[src/rtl/vga_timing_gen.sv]
// rtl/vga_timing_gen.sv - 640x480@60 VGA raster timing with registered pin stage
//
// Purpose: divides clk down to a pixel strobe, walks the hCount/vCount raster,
// flags the visible window, and registers the renderer's colour plus syncs
// onto the VGA pins one pixel behind the counters. Also emits line/frame ticks.
//
// Ports:
//   clk        in   system clock
//   rst        in   asynchronous, active-high reset
//   rgb_in     in   renderer colour for the current (hCount, vCount)
//   hCount     out  current horizontal position
//   vCount     out  current vertical position
//   bright     out  current position lies inside the visible window
//   pix_en     out  one-clk strobe; counters advance on this edge
//   hSync      out  pin-side horizontal sync, active low, one pixel late
//   vSync      out  pin-side vertical sync, active low, one pixel late
//   vga_rgb    out  pin-side colour, one pixel late
//   line_tick  out  one-clk pulse at the start of each line
//   frame_tick out  one-clk pulse at the start of each frame
module vga_timing_gen #(
  parameter int CLK_DIV = 4,
  parameter int H_TOTAL = 800,
  parameter int H_SYNC  = 96,
  parameter int H_START = 144,
  parameter int H_END   = 783,
  parameter int V_TOTAL = 525,
  parameter int V_SYNC  = 2,
  parameter int V_START = 35,
  parameter int V_END   = 514
) (
  input  logic        clk,
  input  logic        rst,
  input  logic [11:0] rgb_in,
  output logic [9:0]  hCount,
  output logic [9:0]  vCount,
  output logic        bright,
  output logic        pix_en,
  output logic        hSync,
  output logic        vSync,
  output logic [11:0] vga_rgb,
  output logic        line_tick,
  output logic        frame_tick
);

  localparam int DW = (CLK_DIV > 1) ? $clog2(CLK_DIV) : 1;
  localparam logic [DW-1:0] DIV_LAST = DW'(CLK_DIV - 1);
  localparam logic [9:0] H_LAST  = 10'(H_TOTAL - 1);
  localparam logic [9:0] V_LAST  = 10'(V_TOTAL - 1);
  localparam logic [9:0] H_SYNC_C  = 10'(H_SYNC);
  localparam logic [9:0] V_SYNC_C  = 10'(V_SYNC);
  localparam logic [9:0] H_START_C = 10'(H_START);
  localparam logic [9:0] H_END_C   = 10'(H_END);
  localparam logic [9:0] V_START_C = 10'(V_START);
  localparam logic [9:0] V_END_C   = 10'(V_END);

  logic [DW-1:0] div_q, div_d;
  logic [9:0]    h_q, h_d, v_q, v_d;
  logic          bright_q, bright_d;
  logic          hs_q, hs_d, vs_q, vs_d;
  logic [11:0]   rgb_q, rgb_d;
  logic          line_wrap_q, line_wrap_d, frame_wrap_q, frame_wrap_d;
  logic          line_tick_q, line_tick_d, frame_tick_q, frame_tick_d;
  logic          pix_en_w;

  // Decoded straight from the divider register; with CLK_DIV=1 the register
  // is pinned at zero so the strobe is high even while reset is held.
  assign pix_en_w = (div_q == DIV_LAST);

  always_comb begin
    div_d        = (div_q == DIV_LAST) ? '0 : div_q + DW'(1);
    h_d          = h_q;
    v_d          = v_q;
    line_wrap_d  = 1'b0;
    frame_wrap_d = 1'b0;
    if (pix_en_w) begin
      if (h_q == H_LAST) begin
        h_d         = '0;
        line_wrap_d = 1'b1;
        if (v_q == V_LAST) begin
          v_d          = '0;
          frame_wrap_d = 1'b1;
        end else begin
          v_d = v_q + 10'd1;
        end
      end else begin
        h_d = h_q + 10'd1;
      end
    end

    // Window test on the next counts so bright moves on the same edge as them.
    bright_d = bright_q;
    rgb_d    = rgb_q;
    hs_d     = hs_q;
    vs_d     = vs_q;
    if (pix_en_w) begin
      bright_d = (h_d >= H_START_C) && (h_d <= H_END_C) &&
                 (v_d >= V_START_C) && (v_d <= V_END_C);
      // Pin stage samples the pixel that is ending, keeping colour and syncs
      // aligned one pixel behind the counters.
      rgb_d    = bright_q ? rgb_in : 12'h000;
      hs_d     = (h_q >= H_SYNC_C);
      vs_d     = (v_q >= V_SYNC_C);
    end

    // Ticks lag the wrap by one clk: high for the cycle after the count hits 0.
    line_tick_d  = line_wrap_q;
    frame_tick_d = frame_wrap_q;
  end

  always_ff @(posedge clk or posedge rst) begin
    if (rst) begin
      div_q        <= '0;
      h_q          <= '0;
      v_q          <= '0;
      bright_q     <= 1'b0;
      hs_q         <= 1'b0;
      vs_q         <= 1'b0;
      rgb_q        <= '0;
      line_wrap_q  <= 1'b0;
      frame_wrap_q <= 1'b0;
      line_tick_q  <= 1'b0;
      frame_tick_q <= 1'b0;
    end else begin
      div_q        <= div_d;
      h_q          <= h_d;
      v_q          <= v_d;
      bright_q     <= bright_d;
      hs_q         <= hs_d;
      vs_q         <= vs_d;
      rgb_q        <= rgb_d;
      line_wrap_q  <= line_wrap_d;
      frame_wrap_q <= frame_wrap_d;
      line_tick_q  <= line_tick_d;
      frame_tick_q <= frame_tick_d;
    end
  end

  assign hCount     = h_q;
  assign vCount     = v_q;
  assign bright     = bright_q;
  assign pix_en     = pix_en_w;
  assign hSync      = hs_q;
  assign vSync      = vs_q;
  assign vga_rgb    = rgb_q;
  assign line_tick  = line_tick_q;
  assign frame_tick = frame_tick_q;

endmodule

[config.mk]
export PLATFORM = sky130hd
export DESIGN_NAME = vga_timing_gen
export DESIGN_NICKNAME = d
export VERILOG_FILES = /design/src/rtl/vga_timing_gen.sv
export SDC_FILE = /design/constraint.sdc
export NUM_CORES = 1
export LEC_CHECK = 0
export CAP_MARGIN = 20
export CORE_AREA = 4 4 65 78
export DETAILED_ROUTE_END_ITERATION = 8
export DIE_AREA = 0 0 69 82
export PLACE_DENSITY = 0.78
export SETUP_SLACK_MARGIN = 0.5
export SYNTH_ARGS = -nofsm -noshare
export SYNTH_HDL_FRONTEND = slang
export SYNTH_SLANG_ARGS = --single-unit
[constraint.sdc]
create_clock -name clk -period 2.55 [get_ports clk]
set_input_delay 0.51 -clock clk [delete_from_list [all_inputs] [get_ports clk]]
set_output_delay 0.51 -clock clk [all_outputs]
set_load 0.03 [all_outputs]
---- Word-level counts from Yosys, hierarchy flattened ----
Index checks and enable logic that the tools add are counted.
cells by class
  bitwise gates (word level) .............. 0
  div/mod/pow operators ................... 0
  $lt $le $gt $ge ......................... 6
  add/subtract/negate cells ............... 3
  multiplexer cells ....................... 12
  $mul .................................... 0
  shift-type cells ........................ 0
  equal/unequal tests ..................... 3
  reductions and logical operators ........ 3
operators by type and width
  operator                 number
  $mux W10                 5
  $add A10 B1 Y10 const B  2
  $eq A10 B10 Y1 const B   2
  $le A10 B10 Y1 const B   2
  $mux W12                 1
  $ge A10 B2 Y1 const B    1
  $ge A10 B6 Y1 const B    1
  $ge A10 B7 Y1 const B    1
  $ge A10 B8 Y1 const B    1
  $mux W1                  5
  $logic_and A1 B1 Y1      3
  $add A2 B1 Y2 const B    1
  $eq A2 B2 Y1 const B     1
  $mux W2                  1
storage, ports and cells
  bits in writable memories ............... 0
  memories kept ........................... 0
  memory bits (read-only) ................. 0
  register bits ........................... 41
  word-level logic and storage cells ...... 38
  bits in latches ......................... 0
  output and inout bits ................... 38

---- Longest topological paths before layout ----
Gate-level depths: netlist of run 1.
  depth after elaboration ................. 7
  gate-level depth with buffers ........... 11

---- Least setup slack after synthesis of run 1 ----
OpenSTA, ideal clock, no wires.
  path kind ............................... reg2reg
  start ................................... reg h_q[1], in the netlist hCount[1]
  end ..................................... reg bright_q, in the netlist bright
  data required time ...................... 2.407 ns
  path slack .............................. 0.026 ns
  stages on the path, launching flop included .. 10
  buffers on the path ..................... 1
  arrival ................................. 2.382 ns
  cells stage by stage .................... dfrtp_1 -> ha_1 -> nand2_1 -> or4_4 -> buf_6 -> a211o_1 -> a21o_1 -> and2_1 -> o221ai_1 -> a32oi_1
on the way
  word-level cells in the longest chain between the ends .. 7
  elaborated cells on any way between the ends .. 13
  classes of those cells .................. add/sub (1); order compare (4); eq/ne (1); mux (4); reduce/logical (3)
ends and longest elaborated chain
  element                                            line    source
  start, declared                                    57      logic [9:0] h_q, h_d, v_q, v_d;
  start signal, assigned                             113     h_q <= '0;
  start signal, assigned                             125     h_q <= h_d;
  $add A10 B1 Y10 or $eq A10 B10 Y1 (tied branches)  86, 76
  $mux W10                                           76      if (h_q == H_LAST) begin
  $mux W10                                           75      if (pix_en_w) begin
  $ge A10 B8 Y1 or $le A10 B10 Y1 (tied branches)    96      bright_d = (h_d >= H_START_C) && (h_d <= H_END_C) &&
  $logic_and A1 B1 Y1 (2 in a row)                   96
  $logic_and A1 B1 Y1 *                              97      (v_d >= V_START_C) && (v_d <= V_END_C);
  end signal, assigned                               127     bright_q <= bright_d;
  end, declared                                      58      logic bright_q, bright_d;
Every way passes the cells marked *; elsewhere a longest branch is shown, timed or not.
A chain may end at the register's enable or synchronous reset.

---- Worst setup path after layout of run 1 ----
  start ................................... reg v_q[4], in the netlist vCount[4]
  end ..................................... reg bright_q, in the netlist bright
on the way
  word-level cells in the longest chain between the ends .. 7
  elaborated cells on any way between the ends .. 9
  classes of those cells .................. add/sub (1); order compare (2); eq/ne (1); mux (3); reduce/logical (2)
ends and longest elaborated chain
  element                 line  source
  start, declared         57
  start signal, assigned  126   v_q <= v_d;
  $eq A10 B10 Y1 *        79    if (v_q == V_LAST) begin
  $mux W10 *              79
  $mux W10 *              76
  $mux W10 *              75
  net v_d[2]              57
  $ge A10 B6 Y1           97
  $logic_and A1 B1 Y1     96
  $logic_and A1 B1 Y1 *   97
The timed path passes the listed nets; every way through them passes the cells marked *.

==> impl_results.md, run 1 <==
- Cell internal pwr: 0.986 mW
- Vias per cell: 5.16
- Final setup TNS: 0 ns
- RSZ-0062 raised after global routing: yes
- Critical path arrival: 2.47 ns
- Area grow syn2layout: 44.8%
- Worst Setup SP: vCount[4]$_DFF_PP0_
- Max Buffers Root-to-Sink: 2
- Vias in the first global route: 1775
- Most frequent cells in the layout: clkdlybuf4s50_1 (44), dfrtp_1 (37), inv_1 (22)
- Final total power: 1.24 mW
- Row count: 26
- Slew Limit Fails: 0
- Max_cap viols: 0
- Worst Setup End Kind: flip-flop
- # diodes: 0
- Placement Setup Slack: 0.173 ns
- Clk pwr share: 44.8%
- GPL Wtd Cong: 0.835
- Synth cell types: 46
- Syn avg cell area: 9.87 um2
- WL final: 5000 um
- Layout cell share with drive strength beyond 1: 19.6%
- Fin crit period: 2.26 ns
- Crit path launch type: flip-flop
- Fin util: 69.2%
- Seq pwr share: 52.5%
- Post-synth EDFFs: 0
- Part of the power in combinational logic: 2.7%
- CTS tree: yes
- Final hold vios: 0
- Register-to-Register Setup Slack: 0.29 ns
- GRT Util Overall: 17.9%
- DR pass1 iterations: 4
- Drt drc: 0
- Worst-Margin Slew: 0.608 ns
- Final ANT Viol Nets: 0
- CTS Sinks: 41
- Max Clk Rate: 443 MHz
- Post-layout nets: 299
- Peak VDD IR: 0.216 mV
- Number of cells in the finished layout apart from fillers: 336
- Finish-stage setup viols: 0
- TritonCTS Buffers: 5
- Clock skew: 0.00372 ns
- Number of fill cells: 324
- Die area: 0.00566 mm2
- Worst Setup EP: bright$_DFFE_PP0P_
- Leakage: 1.30 nW
- RR Endpoint: bright$_DFFE_PP0P_
- First-pass GRT wire length: 8220 um
- PwrDens: 417 mW/mm2
- Synth Instances: 208
- Port Buffers: 51
- Post-Syn Nets: 228
- Synth warn: 0
- Fin crit share: 88.5%
- Die width: 69 um
- Starting Density: 47.8%
- Initial antenna violation count: 0
- Hold Crit Class: flip-flop to flip-flop
- Root buf cell: clkbuf_8
- Commonest non-fill, non-tap cell in the layout: clkdlybuf4s50_1
- Fin Hold WS: 0.359 ns
- RR Startpoint: vCount[4]$_DFF_PP0_
- Required @ worst endpoint: 2.77 ns
- Ys flop type: dfrtp_1
- Iteration-0 DRC Markers: 85
- Placed cell areas: 0.00263 mm2
- Status: complete, no violations
- Relative slew slack: 58.4%
- Fin worst setup slack: 0.294 ns
- Sequential area share after synthesis: 50.0%
- Routed length per instance: 14.9 um
- Total number of vias: 1735
- Worst skew pair latency: 0.30 ns
- Syn Std Cell Area: 0.00205 mm2
- Post-synthesis register bit count: 41
- FF-to-FF path depth: 7
- I/O Pins: 52
- Crit-path max FO: 6
- Asr flop ratio synth: 100%
- Height of the die: 82 um
- Post-DP HPWL: 3200 um
- Psw: 0.252 mW
- Post-placement cell count: 310
- CP Class: flip-flop to flip-flop
- Core area: 0.00429 mm2
- Post-route cell area: 0.00297 mm2
- Sw Share: 20.3%
- Grt total ovfl: 0
- Largest net degree at the start of global routing: 42
- H-tree levels: 2
- Clock transition at path regs: 0.08 ns
what timing repair did:
| item | in CTS | in global routing |
|---|---|---|
| gates cloned | 0 | 0 |
| hold buffers | 0 | 0 |
| setup buffers | 16 | 2 |
| setup endpoints to repair | 4 | 6 |
| pin swaps | 7 | 4 |
| resized for setup | 12 | 11 |
layout make-up:
| class | instances | area (um2) | area share, % |
|---|---|---|---|
| flip-flops and latches | 41 | 1030 | 34.7 |
| multi-input cells | 135 | 970 | 32.6 |
| well taps | 56 | 70.1 | 2.36 |
| inverters | 23 | 93.8 | 3.16 |
| clock inverters | 2 | 37.5 | 1.26 |
| repair buffers | 73 | 686 | 23.1 |
| clock buffers | 6 | 82.6 | 2.78 |
state kept, by name, indices dropped and copies added, names as in the netlist:
signal / cells
hSync: 1
frame_tick_d: 1
vga_rgb: 12
frame_tick: 1
line_tick: 1
vSync: 1
bright: 1
hCount: 10
line_tick_d: 1
vCount: 10
div_q: 2
critical path, stage by stage, from the launching register on:
cell and delay (ns):
dfrtp_1 0.47, or4_4 0.59, nor3_4 0.16, o221ai_1 0.19, a311oi_2 0.30, and3_1 0.19
nand4b_1 0.09, a32oi_1 0.19
cells by family after synthesis:
| group | share of synthesized area, % |
|---|---|
| buf+inv | 7.32 |
| compound gates | 11.8 |
| flops | 50.0 |
| xor+xnor | 5.12 |
| fa+ha+maj | 3.66 |
| simple gates | 22.1 |
synthesized netlist by cell type, types with 2 or more instances:
cell type / n / share of area (%)
o221ai_1: 2 / 0.85
and3_1: 3 / 0.91
xnor2_1: 7 / 3.0
nand2_1: 21 / 3.8
o21ai_0: 20 / 4.9
dfrtp_1: 41 / 50
nor2_1: 14 / 2.6
nand4_1: 5 / 1.5
xor2_1: 5 / 2.1
a21oi_1: 5 / 1.2
ha_1: 6 / 3.7
clkbuf_1: 6 / 1.1
nor3_1: 5 / 1.2
nand3_1: 7 / 1.7
nand2b_1: 5 / 1.5
inv_1: 22 / 4.0
or4_4: 2 / 1.1
and2_1: 3 / 0.91
nor4_1: 2 / 0.61
layer usage:
| metal | up-vias | track usage (%) | share of wire, % |
|---|---|---|---|
| li1 | 845 | - | - |
| met1 | 824 | 21.8 | 43 |
| met2 | 56 | 30.5 | 49 |
| met3 | 10 | 3.43 | 5.4 |
| met4 | 0 | 9.38 | 1.8 |
| met5 | - | 0 | 0 |
power by group through the flow:
stage          combinational [mW]  sequential, mW  clock (mW)
6_report                   0.0333           0.649       0.555
2_1_floorplan             0.00975           0.662           0
3_5_place_dp               0.0342           0.662           0
3_3_place_gp               0.0339           0.662           0
5_1_grt                    0.0377           0.649       0.590
4_1_cts                    0.0345           0.649       0.566
how the worst min path moves through the flow:
stage                                      start                   end  slack, ns  cells after the start
after floorplan           frame_tick_d$_DFF_PP0_  frame_tick$_DFF_PP0_       0.33                      0
after global placement    frame_tick_d$_DFF_PP0_  frame_tick$_DFF_PP0_       0.33                      0
after detailed placement   line_tick_d$_DFF_PP0_   line_tick$_DFF_PP0_       0.34                      0
after CTS                  line_tick_d$_DFF_PP0_   line_tick$_DFF_PP0_       0.36                      0
after global routing       line_tick_d$_DFF_PP0_   line_tick$_DFF_PP0_       0.36                      0
final                      line_tick_d$_DFF_PP0_   line_tick$_DFF_PP0_       0.36                      0
No activity file was read; power rests on OpenSTA's default activity.
==> run 2: changes to the inputs <==
MAX_ROUTING_LAYER = met4   (was default)
==> run 2 against run 1 <==
Register-to-register slack barely moved. Critical endpoint unchanged. Largest cell class unchanged. First-iteration DRC count rose by 12%. Via count fell by 0.35%. Clock skew barely moved. Die area did not move. Final cell count did not move. Worst setup slack got worse by 0.0012 ns. Count of clock-buffer cells in the layout did not move. Fmax barely moved. Critical path depth did not move. Design area did not move. Routed wire length barely moved.
==> impl_results.md, run 2 (synthesized netlist as in run 1, its figures left out) <==
- Status: complete, no violations
- Finish-stage setup viols: 0
- Critical path arrival: 2.47 ns
- Max Clk Rate: 443 MHz
- Vias per cell: 5.15
- TritonCTS Buffers: 5
- H-tree levels: 2
- Max reg flops: 12
- Worst path max stage delay: 0.59 ns
- Iteration-0 DRC Markers: 95
- Worst Setup SP: vCount[4]$_DFF_PP0_
- Die width: 69 um
- Port Buffers: 51
- GRT Util Overall: 18.5%
- Post-layout nets: 299
- PwrDens: 416 mW/mm2
- Most frequent cells in the layout: clkdlybuf4s50_1 (44), dfrtp_1 (37), inv_1 (22)
- I/O Pins: 52
- Area grow syn2layout: 44.8%
- Clock skew: 0.00360 ns
- Commonest non-fill, non-tap cell in the layout: clkdlybuf4s50_1
- Leakage: 1.30 nW
- Max_cap viols: 0
- # diodes: 0
- Worst skew pair latency: 0.29 ns
- Layout cell share with drive strength beyond 1: 19.6%
- Placed cell areas: 0.00263 mm2
- Initial antenna violation count: 0
- Root buf cell: clkbuf_8
- Crit path launch type: flip-flop
- Final ANT Viol Nets: 0
- Height of the die: 82 um
- Clock transition at path regs: 0.08 ns
- Fin crit period: 2.26 ns
- CP Class: flip-flop to flip-flop
- First-pass GRT wire length: 8230 um
- DR pass1 iterations: 4
- Crit-path slowest cell: or4_4
- Relative slew slack: 58.4%
- GPL Wtd Cong: 0.847
- Drt drc: 0
- Worst-Margin Slew: 0.608 ns
- CTS Sinks: 41
- Final total power: 1.24 mW
- Worst Setup End Kind: flip-flop
- CTS tree: yes
- Required @ worst endpoint: 2.77 ns
- Number of cells in the finished layout apart from fillers: 336
- RR Startpoint: vCount[4]$_DFF_PP0_
- Final setup TNS: 0 ns
- Hold Buf Count CTS: 0
- Row count: 26
- Die area: 0.00566 mm2
- Peak VDD IR: 0.216 mV
- Fin Hold WS: 0.359 ns
- Slew Limit Fails: 0
- Total number of vias: 1729
- Crit-path max FO: 6
- Final hold vios: 0
- RSZ-0062 raised after global routing: yes
- Cell Chain, Critical Path: or4_4 > nor3_4 > o221ai_1 > a311oi_2 > and3_1 > nand4b_1 > a32oi_1
- Post-placement cell count: 310
- WL final: 5000 um
- Max Buffers Root-to-Sink: 2
- Worst min-delay path startpoint: line_tick_d$_DFF_PP0_
- Post-route cell area: 0.00297 mm2
- Largest net degree at the start of global routing: 42
- Vias in the first global route: 1775
- Hold Crit Class: flip-flop to flip-flop
- Post-DP HPWL: 3200 um
- Grt total ovfl: 0
- Routed length per instance: 14.9 um
- Starting Density: 47.8%
- Core area: 0.00429 mm2
- Fin crit share: 88.5%
==> run 2: cell counts in the layout (fill, tap and decap cells not counted) <==
Identical to the previous run, type by type.
==> run 2: repair_timing <==
item	in CTS	in global routing
buffers inserted	16	2
pin swaps	7	4
endpoints found under the setup margin	4	6
resized for setup	12	11
cloned	0	0
==> run 2: worst paths after layout <==
check / cells after the start / slack (ns) / to
max: 7 / 0.29 / bright$_DFFE_PP0P_
min: 0 / 0.36 / line_tick$_DFF_PP0_
max reg2reg: 7 / 0.29 / bright$_DFFE_PP0P_
min reg2reg: 0 / 0.36 / line_tick$_DFF_PP0_
max in group asynchronous: 3 / 1.52 / hCount[1]$_DFF_PP0_
min in group asynchronous: 3 / 0.64 / vCount[4]$_DFF_PP0_
==> run 2: cell type report <==
cell class              instances  area [um2]
flip-flops and latches         41        1030
well taps                      56        70.1
repair buffers                 73         686
fillers                       324        1320
inverters                      23        93.8
clock inverters                 2        37.5
multi-input cells             135         970
clock buffers                   6        82.6
==> run 2: report_power, final <==
part | switching [mW] | internal, mW | total, mW
registers | 0 | 0.649 | 0.649
clock network | 0.236 | 0.318 | 0.554
logic | 0.0148 | 0.0185 | 0.0333
==> run 2: per-layer routing <==
| metal | track usage (%) | wire (um) | part of all wire, % |
|---|---|---|---|
| met3 | 3.30 | 223 | 4.5 |
| met2 | 30.5 | 2460 | 49 |
| met4 | 9.38 | 109 | 2.2 |
| met1 | 21.9 | 2200 | 44 |
| met5 | - | 0 | 0 |
==> run 2: critical path, delay by kind of cell (launching register included) <==
| kind | cells | cell delay [ns] |
|---|---|---|
| AO/OA/AOI/OAI | 3 | 0.68 |
| flip-flops | 1 | 0.47 |
| AND/OR/NAND/NOR | 4 | 1.03 |
==> run 2: metrics by stage <==
step	worst slack [ns]	util, %
floorplan	0.212	-
global placement	0.239	61.2
detailed placement	0.173	61.2
CTS	0.321	67.9
global route	0.165	69.2
finish	0.293	69.2
==> run 3: changes to the inputs <==
GPL_TIMING_DRIVEN = 1   (was default)
==> results of run 3 <==
Same layout as run 2: the final DEF is identical, and so are final timing and power.
